**src/rtl/bp_pkg.sv**
```systemverilog
`default_nettype none
// ============================================================================
//  Module      : bp_pkg
//  Description : Shared definitions for the branch predictor: index-mode
//                encodings and the BTB entry record.  The entry record uses
//                a fixed maximum field width so it can be shared by every
//                parameterisation; narrower entries are zero-extended.
//  Revision    : 1.0 - initial release
// ============================================================================
package bp_pkg;

    localparam int MODE_BIMODAL = 0;
    localparam int MODE_GSHARE  = 1;

    // Widest tag/target a BTB entry can carry (ADDR_W must not exceed this).
    localparam int BP_FIELD_MAX = 32;

    typedef struct packed {
        logic                    valid;
        logic [BP_FIELD_MAX-1:0] tag;
        logic [BP_FIELD_MAX-1:0] target;
    } bp_btb_entry_t;

endpackage : bp_pkg
`default_nettype wire

```
**src/rtl/bp_btb.sv**
```systemverilog
`default_nettype none
// ============================================================================
//  Module      : bp_btb
//  Description : Branch target buffer.  Direct-mapped valid/tag/target array
//                with a combinational read port and a clocked write port.
//                Only the valid bits are reset; tag and target contents are
//                meaningless until the matching valid bit is set.
//  Ports       : clk, rst           - clock, async active-high reset
//                i_rd_idx           - lookup index
//                o_rd_entry         - entry at i_rd_idx (zero-extended fields)
//                i_wr_en            - write strobe
//                i_wr_idx/tag/target- entry written on a strobed edge
//  Revision    : 1.0 - initial release
// ============================================================================
module bp_btb
    import bp_pkg::*;
#(
    parameter  int ADDR_W  = 12,
    parameter  int ENTRIES = 64,
    localparam int IDX_W   = $clog2(ENTRIES),
    localparam int TAG_W   = ADDR_W - IDX_W
) (
    input  logic                clk,
    input  logic                rst,
    input  logic [IDX_W-1:0]    i_rd_idx,
    output bp_btb_entry_t       o_rd_entry,
    input  logic                i_wr_en,
    input  logic [IDX_W-1:0]    i_wr_idx,
    input  logic [TAG_W-1:0]    i_wr_tag,
    input  logic [ADDR_W-1:0]   i_wr_target
);

    logic [ENTRIES-1:0] r_valid;
    logic [TAG_W-1:0]   r_tag    [ENTRIES];
    logic [ADDR_W-1:0]  r_target [ENTRIES];

    always_ff @(posedge clk or posedge rst) begin
        if (rst) begin
            r_valid <= '0;
        end else if (i_wr_en) begin
            r_valid[i_wr_idx] <= 1'b1;
        end
    end

    // Payload is not reset, but a write presented while reset is held is
    // still dropped so the array never changes under reset.
    always_ff @(posedge clk) begin
        if (i_wr_en && !rst) begin
            r_tag[i_wr_idx]    <= i_wr_tag;
            r_target[i_wr_idx] <= i_wr_target;
        end
    end

    always_comb begin
        o_rd_entry        = '0;
        o_rd_entry.valid  = r_valid[i_rd_idx];
        o_rd_entry.tag    = BP_FIELD_MAX'(r_tag[i_rd_idx]);
        o_rd_entry.target = BP_FIELD_MAX'(r_target[i_rd_idx]);
    end

endmodule : bp_btb
`default_nettype wire

```
**src/rtl/branch_predictor.sv**
```systemverilog
`default_nettype none
// ============================================================================
//  Module      : branch_predictor
//  Description : Bimodal / gshare direction predictor with a direct-mapped
//                BTB.  Lookup is purely combinational from registered state;
//                updates from resolved branches land on the rising clock edge
//                and are visible from the following cycle (no bypass).
//  Ports       : clock, reset                 - clock, async active-high reset
//                fetch_pc                     - PC being fetched
//                pred_taken/target/hit/idx    - prediction for fetch_pc
//                upd_valid/pc/idx/taken/target/mispredict - resolved branch
//                stat_branches/stat_mispredicts - wrapping 32-bit statistics
//  Revision    : 1.0 - initial release
// ============================================================================
module branch_predictor
    import bp_pkg::*;
#(
    parameter  int ADDR_W  = 12,
    parameter  int ENTRIES = 64,
    parameter  int CTR_W   = 2,
    parameter  int HIST_W  = 6,
    parameter  int MODE    = MODE_BIMODAL,
    localparam int IDX_W   = $clog2(ENTRIES)
) (
    input  logic                clock,
    input  logic                reset,
    input  logic [ADDR_W-1:0]   fetch_pc,
    output logic                pred_taken,
    output logic [ADDR_W-1:0]   pred_target,
    output logic                pred_hit,
    output logic [IDX_W-1:0]    pred_idx,
    input  logic                upd_valid,
    input  logic [ADDR_W-1:0]   upd_pc,
    input  logic [IDX_W-1:0]    upd_idx,
    input  logic                upd_taken,
    input  logic [ADDR_W-1:0]   upd_target,
    input  logic                upd_mispredict,
    output logic [31:0]         stat_branches,
    output logic [31:0]         stat_mispredicts
);

    localparam int               c_TAG_W    = ADDR_W - IDX_W;
    // Weakly not-taken; evaluates to 0 for a 1-bit counter.
    localparam logic [CTR_W-1:0] c_CTR_INIT = CTR_W'((1 << (CTR_W - 1)) - 1);
    localparam logic [CTR_W-1:0] c_CTR_MAX  = '1;

    logic [CTR_W-1:0]   r_ctr [ENTRIES];
    logic [HIST_W-1:0]  r_ghr;
    logic [31:0]        r_stat_br;
    logic [31:0]        r_stat_mp;

    logic [IDX_W-1:0]   w_idx;
    logic [c_TAG_W-1:0] w_fetch_tag;
    bp_btb_entry_t      w_btb_rd;
    logic               w_hit;
    logic               w_btb_we;
    logic               w_unused_btb;

    // ------------------------------------------------------------------
    // Counter index selection
    // ------------------------------------------------------------------
    generate
        if (MODE == MODE_GSHARE) begin : g_gshare_idx
            assign w_idx = fetch_pc[IDX_W-1:0] ^ IDX_W'(r_ghr);
        end else begin : g_bimodal_idx
            assign w_idx = fetch_pc[IDX_W-1:0];
        end
    endgenerate

    // ------------------------------------------------------------------
    // BTB
    // ------------------------------------------------------------------
    assign w_btb_we = upd_valid && upd_taken;

    bp_btb #(
        .ADDR_W      (ADDR_W),
        .ENTRIES     (ENTRIES)
    ) u_btb (
        .clk         (clock),
        .rst         (reset),
        .i_rd_idx    (fetch_pc[IDX_W-1:0]),
        .o_rd_entry  (w_btb_rd),
        .i_wr_en     (w_btb_we),
        .i_wr_idx    (upd_pc[IDX_W-1:0]),
        .i_wr_tag    (upd_pc[ADDR_W-1:IDX_W]),
        .i_wr_target (upd_target)
    );

    assign w_fetch_tag = fetch_pc[ADDR_W-1:IDX_W];
    // Stored tags are zero-extended, so a full-width compare is exact.
    assign w_hit       = w_btb_rd.valid &&
                         (w_btb_rd.tag == BP_FIELD_MAX'(w_fetch_tag));
    // Upper target bits above ADDR_W are always zero.
    assign w_unused_btb = ^w_btb_rd;

    // ------------------------------------------------------------------
    // Prediction outputs
    // ------------------------------------------------------------------
    assign pred_idx    = w_idx;
    assign pred_hit    = w_hit;
    assign pred_taken  = r_ctr[w_idx][CTR_W-1] & w_hit;
    assign pred_target = pred_taken ? w_btb_rd.target[ADDR_W-1:0]
                                    : fetch_pc + 1'b1;

    // ------------------------------------------------------------------
    // Saturating counter table
    // ------------------------------------------------------------------
    always_ff @(posedge clock or posedge reset) begin
        if (reset) begin
            for (int i = 0; i < ENTRIES; i++) begin
                r_ctr[i] <= c_CTR_INIT;
            end
        end else if (upd_valid) begin
            if (upd_taken && (r_ctr[upd_idx] != c_CTR_MAX)) begin
                r_ctr[upd_idx] <= r_ctr[upd_idx] + 1'b1;
            end else if (!upd_taken && (r_ctr[upd_idx] != '0)) begin
                r_ctr[upd_idx] <= r_ctr[upd_idx] - 1'b1;
            end
        end
    end

    // ------------------------------------------------------------------
    // Global history (resolved outcomes only) and statistics
    // ------------------------------------------------------------------
    always_ff @(posedge clock or posedge reset) begin
        if (reset) begin
            r_ghr     <= '0;
            r_stat_br <= '0;
            r_stat_mp <= '0;
        end else if (upd_valid) begin
            r_ghr     <= HIST_W'({r_ghr, upd_taken});
            r_stat_br <= r_stat_br + 32'd1;
            if (upd_mispredict) begin
                r_stat_mp <= r_stat_mp + 32'd1;
            end
        end
    end

    assign stat_branches    = r_stat_br;
    assign stat_mispredicts = r_stat_mp;

endmodule : branch_predictor
`default_nettype wire

```
**config.mk**
```make
export PLATFORM = sky130hd
export DESIGN_NAME = branch_predictor
export DESIGN_NICKNAME = d
export VERILOG_FILES = /design/src/rtl/bp_pkg.sv /design/src/rtl/bp_btb.sv /design/src/rtl/branch_predictor.sv
export SDC_FILE = /design/constraint.sdc
export NUM_CORES = 2
export LEC_CHECK = 0
export BUFFER_PORTS_ARGS = -buffer_cell sky130_fd_sc_hd__buf_2
export CAP_MARGIN = 20
export CORE_ASPECT_RATIO = 0.6
export CORE_MARGIN = 5
export CORE_UTILIZATION = 35
export DETAILED_ROUTE_END_ITERATION = 12
export GPL_TIMING_DRIVEN = 1
export PLACE_DENSITY_LB_ADDON = 0.1
export REMOVE_ABC_BUFFERS = 1
export SKIP_LAST_GASP = 1
export SLEW_MARGIN = 10
export SYNTH_ARGS = -nofsm -noshare
export SYNTH_HDL_FRONTEND = slang
export SYNTH_HIERARCHICAL = 1
export SYNTH_SLANG_ARGS = --single-unit
```
**constraint.sdc**
```tcl
create_clock -name clock -period 6.7 [get_ports clock]
set_input_delay 0.67 -clock clock [delete_from_list [all_inputs] [get_ports clock]]
set_output_delay 0.67 -clock clock [all_outputs]
set_load 0.01 [all_outputs]
```
==> reports/qor.yml <==
routing:
  wl_met3_um: 13890
  top_layer_used: "met4"
  drt-met1-wl_um: 86300
  postRouteAntennaNets: 0
  remaining_drc_errors: 0
  wl_per_cell_um: 30.17
  drt_wl_total_um: 174400
  routed-via-count: 31860
  avgViaCountPerCell: 5.513
  firstDrtPassIters: 5
  drt_iter0_markers: 3564
  met2WireLength_um: 70730
sta:
  finalCritPeriodShare_pct: 92.75
  rsz0062_at_grt: "false"
  slew_violations: 0
  maxSlewHeadroom_pct: 12.09
  final_hold_viol_count: 0
  fmax_mhz: 160.9
  finalSetupViolCount: 0
  final.setup_skew_ps: 20.18
  setup_tns_ps: 0
  period_needed_ps: 6214
  tightest_slew_ps: 1319
power:
  switching_power_uw: 4587
  ir_drop_mv: 0.2355
  p_leak_uw: 0.02283
  seqPwrFrac_pct: 51.4
  intPower_uw: 14720
  p_clk_share_pct: 40.5
  power_density_nw_per_um2: 291.8
  combPwrFrac_pct: 8.1
  swShare_pct: 23.76
global_route:
  grt_pass1_wl_um: 246200
  antenna_found_initial: 20
  grt_max_degree: 123
  overflow: 0
  track_usage_pct: 19.74
  grt_pass1_vias: 31920
worst_setup_path:
  path_max_fanout: 34
  path_cells: "buf_8 > nor2b_1 > a221oi_1 > a221oi_1 > buf_4 > a211oi_2 > xnor2_1 > nand4_1 > nor4_1 > buf_4 > o2111ai_2 > mux2_1 > buf_2"
  critPathKind: "input port to output pin"
  r2r_cells: 12
  worstPathArrival_ps: 5540
  slowest_delay_ps: 990
  critical_path.slowest_cell: "nor2b_1"
  r2r_start: "r_ctr[101]"
  worst_r2r_endpoint: "r_ctr[113]"
  critPathLaunchType: "input port"
  end_kind: "output pin"
  crit_required_ps: 6030
  r2r_slack_ps: 1990
cts:
  cts_root_buffer: "clkbuf_16"
  h-tree-depth: 4
  postCtsSetupRepairBufs: 0
  cts.sinks: 1408
  cts_tree: "built"
  numCtsBuffers: 139
  clkTransAtPathRegs_ps: 60
  clk_latency_ps: 780
  cts_buffer_depth: 3
yosys:
  yosysWarnings: 6
  synth.avg_cell_area_sq_um: 18.12
  syn_area_sq_um: 57930
  syn_inst: 3198
layout:
  fin_nets: 3495
  final_cell_mix: "edfxtp_1, mux4_2, dfrtp_1"
  drive_above_1_share_pct: 29.60
  layout.cells.non_filler: 5780
  nFillCells: 14720
  syn_to_final_growth_pct: 14.20
  final_common_cell: "edfxtp_1"
worst_hold_path:
  hp-class: "input port to register"
  hold_path_depth: 3
  hold_start: "upd_mispredict"
  holdPathEnd: "stat_mispredicts[0]"
die:
  dieArea_sq_um: 174000
  initial_core_util_pct: 35.29
  core_sq_um: 164200
  die_y_um: 325.1
  fp.dieW_um: 535.2
  rows: 115
  io_pins: 131
place:
  place_inst: 5522
  gp_congestion: 0.8865
  place.port_buffers: 130
  dp_hpwl_um: 113600
flow_run:
  maxCapViolations: 0
status:
  status: "completed"
==> cell type report <==
cell class,count,area (sq um),area share [%]
sequential,1408,41080,62.09
multi-input combinational,1583,15640,23.64
clock buffer,180,3757,5.679
tap,2223,2781,4.204
timing repair buffer,295,2106,3.183
clock inverter,72,720.7,1.089
inverter,16,67.56,0.1021
antenna,3,7.507,0.01135
==> state kept, by name, summed over array words and instances, names as in the netlist, named ones only <==
signal / count
u_btb/r_target: 768
u_btb/r_tag: 384
r_ctr: 64
u_btb/r_valid: 64
stat_branches: 32
stat_mispredicts: 32
==> repair_timing <==
action,4_1_cts,5_1_grt
hold endpoints to repair,16,0
hold buffers,1,0
resized for setup,0,0
==> routing by layer <==
| metal | GRT usage (%) | up-vias |
|---|---|---|
| li1 | - | 13240 |
| met5 | 0 | - |
| met3 | 4.492 | 209 |
| met4 | 4.666 | 0 |
| met2 | 26.50 | 1202 |
| met1 | 31.95 | 17220 |
==> worst max-delay path: cells and delay by family <==
| kind | cells | cell delay, ps |
|---|---|---|
| and+or+nand+nor | 3 | 1770 |
| AOI/OAI and AO/OA | 4 | 1410 |
| buffers and inverters | 4 | 930 |
| muxes | 1 | 490 |
| xor gates and xnor gates | 1 | 210 |
==> power groups by stage <==
stage / clock network, uW / registers (uW) / logic (uW)
5_1_grt: 8400 / 9950 / 1660
3_5_place_dp: 0 / 10100 / 1560
6_report: 7820 / 9930 / 1560
3_3_place_gp: 0 / 10100 / 1530
2_1_floorplan: 0 / 10100 / 736
4_1_cts: 8050 / 9920 / 1560
==> worst max-delay path by stage <==
stage	endpoint	slack (ps)	cells past startpoint	startpoint
after floorplan	r_ctr[101]	910	1	reset
after global placement	pred_target[10]	510	12	fetch_pc[3]
after detailed placement	pred_target[9]	550	14	fetch_pc[0]
after CTS	pred_target[9]	520	14	fetch_pc[0]
after global routing	pred_target[9]	270	14	fetch_pc[0]
final	pred_target[9]	490	13	fetch_pc[0]
==> per-stage QoR <==
step	power, uW	setup WS, ps	area, sq um	hold slack [ps]	utilization (%)
after floorplan	10790	908.7	56630	422.6	-
after global placement	11630	509.1	61540	434.5	37.49
after detailed placement	11660	548.8	61640	442.5	37.54
after CTS	19530	522.9	66120	273.4	40.28
after global routing	20010	272.9	66160	324.6	40.30
final	19310	485.8	66160	356.1	40.30
Power figures use the tool's default switching activity.
